--- src/rtl/flush_pkg.sv ---
// Shared types and constants for the pipeline flush/stall controller.
// Optional build macro: FLUSH_PERF_CNT_EN (per-source redirect and bubble counters).
package flush_pkg;

    localparam int unsigned STG_PC = 0;
    localparam int unsigned STG_D  = 1;
    localparam int unsigned STG_E  = 2;
    localparam int unsigned STG_M  = 3;
    localparam int unsigned STG_W  = 4;

    localparam int unsigned SRC_JAL  = 0;
    localparam int unsigned SRC_BR   = 1;
    localparam int unsigned SRC_TRAP = 2;

    localparam int unsigned STG_IDX_W  = 3;
    localparam int unsigned MAX_STAGES = 8;
    localparam int unsigned REC_CNT_W  = 4;
    localparam int unsigned PERF_W     = 32;

    typedef enum logic [1:0] {RUN, FROZEN, RECOVER} flush_state_t;

    // Bits 0..k set.
    function automatic logic [MAX_STAGES-1:0] upto_mask(input logic [STG_IDX_W-1:0] k);
        upto_mask = MAX_STAGES'((9'd2 << k) - 9'd1);
    endfunction

    // Single bit k+1 set; vanishes when k is the last stage.
    function automatic logic [MAX_STAGES-1:0] next_bit(input logic [STG_IDX_W-1:0] k);
        next_bit = MAX_STAGES'(9'd2 << k);
    endfunction

endpackage

--- src/rtl/pipe_flush_ctrl_if.sv ---
// Request/response bundle between the pipeline datapath and the flush controller.
// Optional build macro: FLUSH_PERF_CNT_EN adds the performance counter outputs.
interface pipe_flush_ctrl_if #(
    parameter int unsigned NUM_STAGES = 5,
    parameter int unsigned NUM_REDIR  = 3
);
    localparam int unsigned SEL_W = (NUM_REDIR > 1) ? $clog2(NUM_REDIR) : 1;

    logic [NUM_REDIR-1:0]  redir_valid;
    logic [NUM_STAGES-1:0] stall_req;
    logic                  freeze;
    logic [NUM_STAGES-1:0] flush;
    logic [NUM_STAGES-1:0] stall;
    logic                  redir_fire;
    logic [SEL_W-1:0]      redir_sel;
    logic                  busy;
`ifdef FLUSH_PERF_CNT_EN
    logic [NUM_REDIR-1:0][31:0] perf_redir_cnt;
    logic [31:0]                perf_bubble_cnt;

    modport master (output redir_valid, stall_req, freeze,
                    input  flush, stall, redir_fire, redir_sel, busy,
                           perf_redir_cnt, perf_bubble_cnt);
    modport slave  (input  redir_valid, stall_req, freeze,
                    output flush, stall, redir_fire, redir_sel, busy,
                           perf_redir_cnt, perf_bubble_cnt);
`else
    modport master (output redir_valid, stall_req, freeze,
                    input  flush, stall, redir_fire, redir_sel, busy);
    modport slave  (input  redir_valid, stall_req, freeze,
                    output flush, stall, redir_fire, redir_sel, busy);
`endif
endinterface

--- src/rtl/redir_arbiter.sv ---
// Age-priority redirect select: oldest stage wins, lower index breaks ties.
module redir_arbiter
    import flush_pkg::*;
#(
    parameter int unsigned NUM_REDIR = 3,
    parameter int unsigned SEL_W     = 2,
    parameter logic [STG_IDX_W*NUM_REDIR-1:0] REDIR_STAGE = {3'd3, 3'd2, 3'd1}
) (
    input  logic [NUM_REDIR-1:0] valid,
    output logic                 any,
    output logic [SEL_W-1:0]     sel,
    output logic [STG_IDX_W-1:0] stg
);

    // Strictly-greater compare keeps the first (lowest index) source on a tie.
    always_comb begin
        any = 1'b0;
        sel = '0;
        stg = '0;
        for (int i = 0; i < int'(NUM_REDIR); i++) begin
            if (valid[i] && (!any || (REDIR_STAGE[STG_IDX_W*i +: STG_IDX_W] > stg))) begin
                any = 1'b1;
                sel = SEL_W'(i);
                stg = REDIR_STAGE[STG_IDX_W*i +: STG_IDX_W];
            end
        end
    end

endmodule

--- src/rtl/pipe_flush_ctrl.sv ---
// Pipeline hazard/redirect controller: per-register flush and stall vectors,
// age-ordered redirect arbitration, freeze replay and post-redirect bubbles.
// Optional build macro: FLUSH_PERF_CNT_EN (saturating perf counters).
module pipe_flush_ctrl
    import flush_pkg::*;
#(
    parameter int unsigned NUM_STAGES     = 5,
    parameter int unsigned NUM_REDIR      = 3,
    parameter logic [STG_IDX_W*NUM_REDIR-1:0] REDIR_STAGE = {3'd3, 3'd2, 3'd1},
    parameter int unsigned RECOVER_CYCLES = 0
) (
    input  logic            clk,
    input  logic            rst_n,
    pipe_flush_ctrl_if.slave bus
);

    localparam int unsigned NS    = NUM_STAGES;
    localparam int unsigned NR    = NUM_REDIR;
    localparam int unsigned SEL_W = (NUM_REDIR > 1) ? $clog2(NUM_REDIR) : 1;

    flush_state_t           state_q, state_d;
    logic                   pend_v_q, pend_v_d;
    logic [SEL_W-1:0]       pend_sel_q, pend_sel_d;
    logic [STG_IDX_W-1:0]   pend_stg_q, pend_stg_d;
    logic [REC_CNT_W-1:0]   rec_cnt_q, rec_cnt_d;

    logic                   live_any, win_any;
    logic [SEL_W-1:0]       live_sel, win_sel;
    logic [STG_IDX_W-1:0]   live_stg, win_stg;
    logic [NR-1:0]          rec_ok, pend_oh, arb_vld, stg_bad;

    logic                   hz_any, redir_go;
    logic [STG_IDX_W-1:0]   hz_s;

    logic [NS-1:0]          flush_c, stall_c;
    logic                   fire_c, busy_c;
    logic [SEL_W-1:0]       sel_c;

    // Per-source static properties: usable during recovery, legal stage index.
    for (genvar i = 0; i < int'(NR); i++) begin : g_src
        assign rec_ok[i]  = (REDIR_STAGE[STG_IDX_W*i +: STG_IDX_W] >= STG_IDX_W'(STG_E));
        assign stg_bad[i] = (REDIR_STAGE[STG_IDX_W*i +: STG_IDX_W] == '0) ||
                            (32'(REDIR_STAGE[STG_IDX_W*i +: STG_IDX_W]) >= 32'(NS));
    end

    assign pend_oh = pend_v_q ? (NR'(1) << pend_sel_q) : '0;

    // Live requests only; feeds the capture path while frozen.
    redir_arbiter #(.NUM_REDIR(NR), .SEL_W(SEL_W), .REDIR_STAGE(REDIR_STAGE)) u_arb_live (
        .valid (bus.redir_valid),
        .any   (live_any),
        .sel   (live_sel),
        .stg   (live_stg)
    );

    // Candidate set depends on state: merge pending on release, mask D-stage in recovery.
    always_comb begin
        arb_vld = bus.redir_valid;
        case (state_q)
            FROZEN:  arb_vld = bus.redir_valid | pend_oh;
            RECOVER: arb_vld = bus.redir_valid & rec_ok;
            default: arb_vld = bus.redir_valid;
        endcase
    end

    redir_arbiter #(.NUM_REDIR(NR), .SEL_W(SEL_W), .REDIR_STAGE(REDIR_STAGE)) u_arb_win (
        .valid (arb_vld),
        .any   (win_any),
        .sel   (win_sel),
        .stg   (win_stg)
    );

    // Oldest stalling stage.
    always_comb begin
        hz_any = 1'b0;
        hz_s   = '0;
        for (int i = 0; i < int'(NS); i++) begin
            if (bus.stall_req[i]) begin
                hz_any = 1'b1;
                hz_s   = STG_IDX_W'(i);
            end
        end
    end

    // A redirect younger than the stalled instruction is held back so flush and
    // stall never collide; the level-held request fires once the stall clears.
    assign redir_go = win_any && (!hz_any || (win_stg >= hz_s));

    // Output vectors and next-state decode.
    always_comb begin
        flush_c    = '0;
        stall_c    = '0;
        fire_c     = 1'b0;
        sel_c      = '0;
        busy_c     = (state_q != RUN);
        state_d    = state_q;
        pend_v_d   = pend_v_q;
        pend_sel_d = pend_sel_q;
        pend_stg_d = pend_stg_q;
        rec_cnt_d  = rec_cnt_q;

        if (!rst_n) begin
            flush_c = '1;
            busy_c  = 1'b0;
        end else if (bus.freeze) begin
            stall_c = '1;
            state_d = FROZEN;
            if (live_any && (!pend_v_q || (live_stg >= pend_stg_q))) begin
                pend_v_d   = 1'b1;
                pend_sel_d = live_sel;
                pend_stg_d = live_stg;
            end
        end else begin
            pend_v_d = 1'b0;
            if (state_q == RECOVER) begin
                stall_c = NS'(MAX_STAGES'(1));
                flush_c = NS'(MAX_STAGES'(2));
            end

            if (redir_go) begin
                fire_c  = 1'b1;
                sel_c   = win_sel;
                stall_c = '0;
                flush_c = flush_c | NS'(upto_mask(win_stg) & ~MAX_STAGES'(1));
                state_d   = (RECOVER_CYCLES > 0) ? RECOVER : RUN;
                rec_cnt_d = REC_CNT_W'(RECOVER_CYCLES);
            end else begin
                if (hz_any) begin
                    stall_c = stall_c | NS'(upto_mask(hz_s));
                    flush_c = NS'(next_bit(hz_s));
                end
                case (state_q)
                    RECOVER: begin
                        rec_cnt_d = (rec_cnt_q != '0) ? REC_CNT_W'(rec_cnt_q - 1'b1) : '0;
                        state_d   = (rec_cnt_q <= REC_CNT_W'(1)) ? RUN : RECOVER;
                    end
                    FROZEN:  state_d = (rec_cnt_q != '0) ? RECOVER : RUN;
                    default: state_d = RUN;
                endcase
            end
        end
    end

    // State, pending redirect and recovery counter.
    always_ff @(posedge clk) begin
        if (!rst_n) begin
            state_q    <= RUN;
            pend_v_q   <= 1'b0;
            pend_sel_q <= '0;
            pend_stg_q <= '0;
            rec_cnt_q  <= '0;
        end else begin
            state_q    <= state_d;
            pend_v_q   <= pend_v_d;
            pend_sel_q <= pend_sel_d;
            pend_stg_q <= pend_stg_d;
            rec_cnt_q  <= rec_cnt_d;
        end
    end

    assign bus.flush      = flush_c;
    assign bus.stall      = stall_c;
    assign bus.redir_fire = fire_c;
    assign bus.redir_sel  = sel_c;
    assign bus.busy       = busy_c;

`ifdef FLUSH_PERF_CNT_EN
    logic [NR-1:0][PERF_W-1:0] perf_redir_q;
    logic [PERF_W-1:0]         perf_bub_q;

    // Saturating per-source redirect and bubble counters.
    always_ff @(posedge clk) begin
        if (!rst_n) begin
            perf_redir_q <= '0;
            perf_bub_q   <= '0;
        end else begin
            for (int i = 0; i < int'(NR); i++) begin
                if (fire_c && (sel_c == SEL_W'(i)) && (perf_redir_q[i] != '1))
                    perf_redir_q[i] <= perf_redir_q[i] + 1'b1;
            end
            if ((|flush_c[NS-1:1]) && (perf_bub_q != '1))
                perf_bub_q <= perf_bub_q + 1'b1;
        end
    end

    assign bus.perf_redir_cnt  = perf_redir_q;
    assign bus.perf_bubble_cnt = perf_bub_q;
`endif

    // Configuration and flush/stall exclusivity checks.
    a_cfg: assert property (@(posedge clk) stg_bad == '0)
        else $error("pipe_flush_ctrl: REDIR_STAGE entry out of range");
    a_excl: assert property (@(posedge clk) (flush_c & stall_c) == '0)
        else $error("pipe_flush_ctrl: flush and stall both set");

endmodule

--- src/flat_wrapper.sv ---
// flat-port wrapper written by rule: the top's interface ports become plain ports
module pipe_flush_ctrl_flat import flush_pkg::*;
#(
    parameter int unsigned NUM_STAGES     = 5,
    parameter int unsigned NUM_REDIR      = 3,
    parameter logic [STG_IDX_W*NUM_REDIR-1:0] REDIR_STAGE = {3'd3, 3'd2, 3'd1},
    parameter int unsigned RECOVER_CYCLES = 0
)
  (clk, rst_n, bus_redir_valid, bus_stall_req, bus_freeze, bus_flush, bus_stall, bus_redir_fire, bus_redir_sel, bus_busy);
  pipe_flush_ctrl_if #(.NUM_STAGES(NUM_STAGES), .NUM_REDIR(NUM_REDIR)) bus_i ();
  input  logic clk;
  input  logic rst_n;
  input wire logic [$bits(bus_i.redir_valid)-1:0] bus_redir_valid;
  input wire logic [$bits(bus_i.stall_req)-1:0] bus_stall_req;
  input wire logic [$bits(bus_i.freeze)-1:0] bus_freeze;
  output wire logic [$bits(bus_i.flush)-1:0] bus_flush;
  output wire logic [$bits(bus_i.stall)-1:0] bus_stall;
  output wire logic [$bits(bus_i.redir_fire)-1:0] bus_redir_fire;
  output wire logic [$bits(bus_i.redir_sel)-1:0] bus_redir_sel;
  output wire logic [$bits(bus_i.busy)-1:0] bus_busy;
  assign bus_i.redir_valid = bus_redir_valid;
  assign bus_i.stall_req = bus_stall_req;
  assign bus_i.freeze = bus_freeze;
  assign bus_flush = bus_i.flush;
  assign bus_stall = bus_i.stall;
  assign bus_redir_fire = bus_i.redir_fire;
  assign bus_redir_sel = bus_i.redir_sel;
  assign bus_busy = bus_i.busy;
  pipe_flush_ctrl #(.NUM_STAGES(NUM_STAGES), .NUM_REDIR(NUM_REDIR), .REDIR_STAGE(REDIR_STAGE), .RECOVER_CYCLES(RECOVER_CYCLES)) u_core (.clk(clk), .rst_n(rst_n), .bus(bus_i));
endmodule
--- config.mk ---
export PLATFORM = sky130hd
export DESIGN_NAME = pipe_flush_ctrl_flat
export DESIGN_NICKNAME = d
export VERILOG_FILES = /design/src/rtl/flush_pkg.sv /design/src/rtl/pipe_flush_ctrl_if.sv /design/src/rtl/redir_arbiter.sv /design/src/rtl/pipe_flush_ctrl.sv /design/src/flat_wrapper.sv
export SDC_FILE = /design/constraint.sdc
export NUM_CORES = 1
export LEC_CHECK = 0
export ABC_AREA = 1
export ABC_CLOCK_PERIOD_IN_PS = 4400
export CAP_MARGIN = 20
export CORE_MARGIN = 3
export CORE_UTILIZATION = 40
export DETAILED_ROUTE_END_ITERATION = 12
export DONT_BUFFER_PORTS = 1
export PLACE_DENSITY_LB_ADDON = 0.05
export SLEW_MARGIN = 20
export SYNTH_ARGS = -nofsm -noshare
export SYNTH_HDL_FRONTEND = slang
export SYNTH_SLANG_ARGS = --single-unit
--- constraint.sdc ---
create_clock -name clk -period 4.4 [get_ports clk]
set_input_delay 0.88 -clock clk [delete_from_list [all_inputs] [get_ports clk]]
set_output_delay 0.88 -clock clk [all_outputs]
set_load 0.03 [all_outputs]
==> results of run 1 <==
[worst min path at each step]
stage	start	to	slack, ps	cells after the start
2_1_floorplan	u_core.pend_stg_q[1]	u_core.pend_stg_q[1]	430	2
3_3_place_gp	u_core.pend_stg_q[1]	u_core.pend_stg_q[1]	450	2
3_5_place_dp	u_core.pend_stg_q[1]	u_core.pend_stg_q[1]	450	2
4_1_cts	u_core.pend_stg_q[1]	u_core.pend_stg_q[1]	460	2
5_1_grt	u_core.pend_stg_q[1]	u_core.pend_stg_q[1]	490	2
6_report	u_core.pend_stg_q[1]	u_core.pend_stg_q[1]	460	2
[routing by layer]
layer / track usage (%) / share of wire (%) / up-vias
li1: - / - / 502
met1: 20.2 / 48 / 403
met2: 27.2 / 44 / 25
met3: 5.54 / 7.8 / 4
met4: 6.38 / 0.72 / 0
met5: 0 / 0 / -
[logic make-up (layout without fill, tap and decap cells)]
| family | Yosys count | count (layout) |
|---|---|---|
| fa+ha+maj | 6 | 6 |
| xor+xnor | 1 | 1 |
| compound gates | 26 | 26 |
| simple gates | 82 | 82 |
| buf+inv | 30 | 38 |
| flops | 11 | 11 |
[cells in the mapped netlist]
cell     number  area share (%)
ha_1          6             8.3
inv_1        27              11
o21ai_0      14             7.7
nor3_1        1            0.55
dfxtp_1      11              24
inv_2         2            0.83
nand2_4       1             1.2
xor2_1        1            0.96
buf_4         1            0.83
nand2_2       8             5.5
o21ai_2       1            0.96
nor2_1       25              10
nor4_1        2             1.4
nand3_1      11             6.1
a21oi_1      11             6.1
nand2_1      34              14
[registers in the layout, summed over array words and instances (netlist names)]
signal / flops
u_core.pend_sel_q: 2
u_core.pend_stg_q: 2
u_core.pend_v_q: 1
u_core.rec_cnt_q: 4
u_core.state_q: 2
[where the power goes]
part           switching, mW  internal (mW)
Combinational         0.0620         0.0277
Sequential           0.00434          0.106
Clock                 0.0344         0.0351
Total                  0.101          0.169
[final cells by class]
cell class	instances	area, sq um
Inverter	29	109
Tap cell	27	33.8
Clock buffer	4	26.3
Multi-Input combinational cell	115	573
Sequential cell	11	220
Fill cell	233	1060
Timing Repair Buffer	5	37.5
[metrics by stage]
step	cell area [sq um]	util, %	setup slack, ps
final	1000	48.5	600
after global routing	1000	48.5	287
after CTS	1000	48.5	582
after detailed placement	973	47.2	894
after global placement	973	47.2	927
after floorplan	910	-	900
[worst reg2reg max path, cell delays in order, from the launching register on]
cell and delay, ps:
dfxtp_1 340, inv_1 60, ha_1 350, nand2_1 110, nor4_1 200, a21oi_1 100, nand2_1 70, nand2_1 60
ha_1 290, nor2_1 100, nand2_1 50, nand2_1 70, nand2_2 60, nand2_4 110, nand2_2 70, nand2_2 90
nand2_1 60, nand2_1 50, nor2_1 40
==> flow_summary.ini, run 1 <==
[status]
status = finished clean

[synthesis]
yosysSeqAreaShare_pct = 24.2
ys_seq_elements = 11
synthMuxAreaShare_pct = 0
yosysWarningCount = 0
synthesis.nets = 173
synthAdderAreaFrac_pct = 8.25
synthesis.area_sq_um = 910
syn-mean-instance-area_sq_um = 5.83
synthCells = 156
synth_compound_area_share_pct = 14.7
synth_top_family_by_area = simple AND/OR/NAND/NOR gates
synth_simple_gate_area_share_pct = 39.1
synth_xor_area_share_pct = 0.963
synth_cell_type_count = 16

[floorplan]
die_y_um = 53.7
die-area_sq_um = 2880
initial_core_util_pct = 44.1
core_sq_um = 2060
rows = 16
top_level_ports = 25
die_w_um = 53.7

[critical_path]
worstPathMaxFanout = 9
worst_ep_arrival_time_ps = 2920
cp_common_cell = nand2_1
crit_path_max_incr_delay_ps = 350
crit_end = bus_flush[1]
critical_path_class = flop to primary output
crit_start = u_core.state_q[1]
cp.required_ps = 3520
cp_top_family = simple AND/OR/NAND/NOR gates
critPathBufInv = 1
critPathSlowestCell = ha_1
cp_cell_sequence = inv_1 -> ha_1 -> nand2_1 -> nor4_1 -> a21oi_1 -> nand2_1 -> nand2_1 -> ha_1 -> nor2_1 -> nand2_1 -> nand2_1 -> nand2_2 -> nand2_4 -> nand2_2 -> o21ai_2 -> nor2_1
reg2reg_depth = 18
crit_cells = 16
r2r_setup_slack_ps = 2030
start_kind = flop
end_kind = primary output
timing.rr.end = u_core.rec_cnt_q[0]
r2r_start = u_core.state_q[1]

[clock_network]
clk_latency_ps = 270
clkTransAtPathRegs_ps = 70
root_buffer = clkbuf_4
cts_resized = 0
hold_buffers = 0
clock_sinks = 11
cts_inserted_buffers = 3
cts_setup_buffers = 0
htreeDepth = 1
cts_tree = yes
clockBufferDepth = 2

[power_and_ir_drop]
powerDensity_nw_per_um2 = 269
ir_worst_vdd_mv = 0.141
p_leak_nw = 0.536
totalPowerFinal_mw = 0.269

[finish]
final_nets = 182
syn2layout_area_growth_pct = 9.90
final_cell_mix = nand2_1 (34), inv_1 (27), nor2_1 (25), o21ai_0 (14)
drive_gt1_share_pct = 12.2
instances_no_fill = 191
n_antenna_cell = 0
final_common_cell = nand2_1

[sta]
worstMarginPinSlew_ps = 683
final.period_utilization_pct = 86.4
setup_tns_ps = 0
slew_headroom_pct = 54.6
maxSlewViolCount = 0
fin_crit_ps = 3800
hold_viol = 0
holdWs_ps = 459
fmax_mhz = 263
setup_viol = 0
skew_ps = 2.72
grt_setup_unrepaired = false

[global_routing]
grt_pass1_vias = 830
grt_max_degree = 16
grt_usage_pct = 16.7
grt_first_pass_wirelength_um = 3530
gr-total-overflow = 0
antenna_found_initial = 0

[run]
drv_cap = 0

[detailed_routing]
ant_nets = 0
drc = 0
wl_per_cell_um = 10.9
drt_first_pass_iters = 4
vias = 934
drt-total-wl_um = 2080
viasPerCell = 4.89
initialDrtViolationCount = 13

[placed_design]
hpwl_um = 1680
gp_congestion = 0.800
numPortBuffers = 0
dp_cells = 187

[hold_path]
hp-class = flop to flop
Power figures use the tool's default switching activity.
==> run 2, diff against run 1 <==
ABC_CLOCK_PERIOD_IN_PS = unset   (was 4400)
CELL_PAD_IN_SITES_DETAIL_PLACEMENT = 1   (was unset)
CELL_PAD_IN_SITES_GLOBAL_PLACEMENT = 1   (was unset)
clock period = 4 ns   (was 4.4 ns; I/O delays follow)
==> run 2 against run 1 <==
Sequential power is 11% higher. Die area unchanged. Clock skew rose by 3.1 ps. Cell area is 0.75% higher. Setup slack worse by 250 ps. Critical endpoint unchanged. Hold slack improved by 3.1 ps. Largest power group unchanged. Flip-flop and latch count did not move. Global-route usage increased by 3.2 points. Critical path type unchanged. Routed wire length is 18% higher.
==> flow_summary.ini, run 2 (synthesis results as in run 1) <==
[global_routing]
grt_first_pass_wirelength_um = 4260
grt_usage_pct = 20.0
gr-total-overflow = 0
antenna_found_initial = 0
grt_max_degree = 16
grt_pass1_vias = 985

[clock_network]
htreeDepth = 1
cts_inserted_buffers = 3
root_buffer = clkbuf_4
clk_latency_ps = 270
hold_buffers = 0
clock_sinks = 11
cts_tree = yes
clkTransAtPathRegs_ps = 80
clockBufferDepth = 2

[sta]
worstMarginPinSlew_ps = 669
fin_crit_ps = 3650
maxSlewViolCount = 0
slew_headroom_pct = 55.5
skew_ps = 5.85
setup_tns_ps = 0
final.period_utilization_pct = 91.3
hold_viol = 0
fmax_mhz = 274
grt_setup_unrepaired = false
setup_viol = 0

[floorplan]
core_sq_um = 2060
rows = 16
die_w_um = 53.7
top_level_ports = 25
initial_core_util_pct = 44.1
die_y_um = 53.7
die-area_sq_um = 2880

[finish]
multiInputGateArea_sq_um = 581
syn2layout_area_growth_pct = 10.7
largest_register_ffs = 4
final_cell_mix = nand2_1 (34), inv_1 (27), nor2_1 (25), o21ai_0 (14)
regMostFlops = u_core.rec_cnt_q
seqCellArea_sq_um = 220
utilization_pct = 48.8
drive_gt1_share_pct = 12.2
final_nets = 182
final_common_cell = nand2_1
n_fill_cell = 311
n_antenna_cell = 0
instances_no_fill = 191

[critical_path]
cp.required_ps = 3200
critical_path_class = flop to primary output
worstPathMaxFanout = 9
worst_ep_arrival_time_ps = 2850
crit_start = u_core.state_q[1]
end_kind = primary output
r2r_start = u_core.state_q[1]
start_kind = flop

[power_and_ir_drop]
ir_worst_vdd_mv = 0.164
p_leak_nw = 0.538
totalPowerFinal_mw = 0.306
powerDensity_nw_per_um2 = 303

[placed_design]
hpwl_um = 2030
numPortBuffers = 0
dp_cells = 187
gp_congestion = 0.800

[hold_path]
hp-class = flop to flop
hold_start = u_core.pend_stg_q[1]

[detailed_routing]
ant_nets = 0
viasPerCell = 5.14
drt-total-wl_um = 2460
wl_per_cell_um = 12.9
vias = 981
drc = 0
initialDrtViolationCount = 15
drt_first_pass_iters = 3

[status]
status = finished clean

[run]
drv_cap = 0
run 2: changes by cell type in the layout (fill, tap and decap cells not counted):
cell     previous run  this run
o21ai_2             1         0
o21ai_4             0         1
run 2: worst paths after layout:
check | endpoint | slack [ps] | depth (start not counted)
setup / recovery | bus_flush[1] | 350 | 16
hold / removal | u_core.pend_stg_q[1] | 460 | 2
setup reg to reg | u_core.rec_cnt_q[0] | 1600 | 18
hold reg to reg | u_core.pend_stg_q[1] | 460 | 2
run 2: power by group:
part	switching [mW]	internal, mW	total [mW]
Clock	0.0422	0.0387	0.0808
Combinational	0.0720	0.0312	0.103
Sequential	0.00540	0.116	0.122
run 2: per-stage QoR:
stage	instance area, sq um	setup WS, ps	hold slack, ps
floorplan	910	660	433
global placement	973	596	447
detailed placement	973	542	455
CTS	1000	223	466
global route	1010	37.0	505
finish	1010	349	462
run 2: per-layer routing:
metal	GRT usage, %	wire (um)	vias up
met3	6.37	137	0
met1	23.5	1140	458
met2	35.9	1190	21
met5	0	0	-
met4	2.55	0	0
li1	-	-	502
run 2: area by class of cell:
class | count | area share (%)
well taps | 27 | 3.35
flip-flops and latches | 11 | 21.9
repair buffers | 5 | 3.73
inverters | 29 | 10.8
multi-input cells | 115 | 57.6
clock buffers | 4 | 2.61
run 2: what timing repair did:
| item | CTS | global route |
|---|---|---|
| setup endpoints to repair | 0 | 1 |
| buffers inserted | 0 | 0 |
| resized for setup | 0 | 1 |
run 2: critical path: stages (launching register included):
cell	delay (ps)
dfxtp_1	350
inv_1	70
ha_1	340
nand2_1	120
nor4_1	180
a21oi_1	90
nand2_1	70
nand2_1	60
ha_1	270
nor2_1	40
nand2_1	50
nand2_1	60
nand2_2	70
nand2_4	90
nand2_2	130
o21ai_4	110
nor2_1	460
==> run 3, diff against run 2 <==
TNS_END_PERCENT = 20   (was unset)
==> results of run 3 <==
The final DEF is identical to that of run 2; final timing and power are the same.
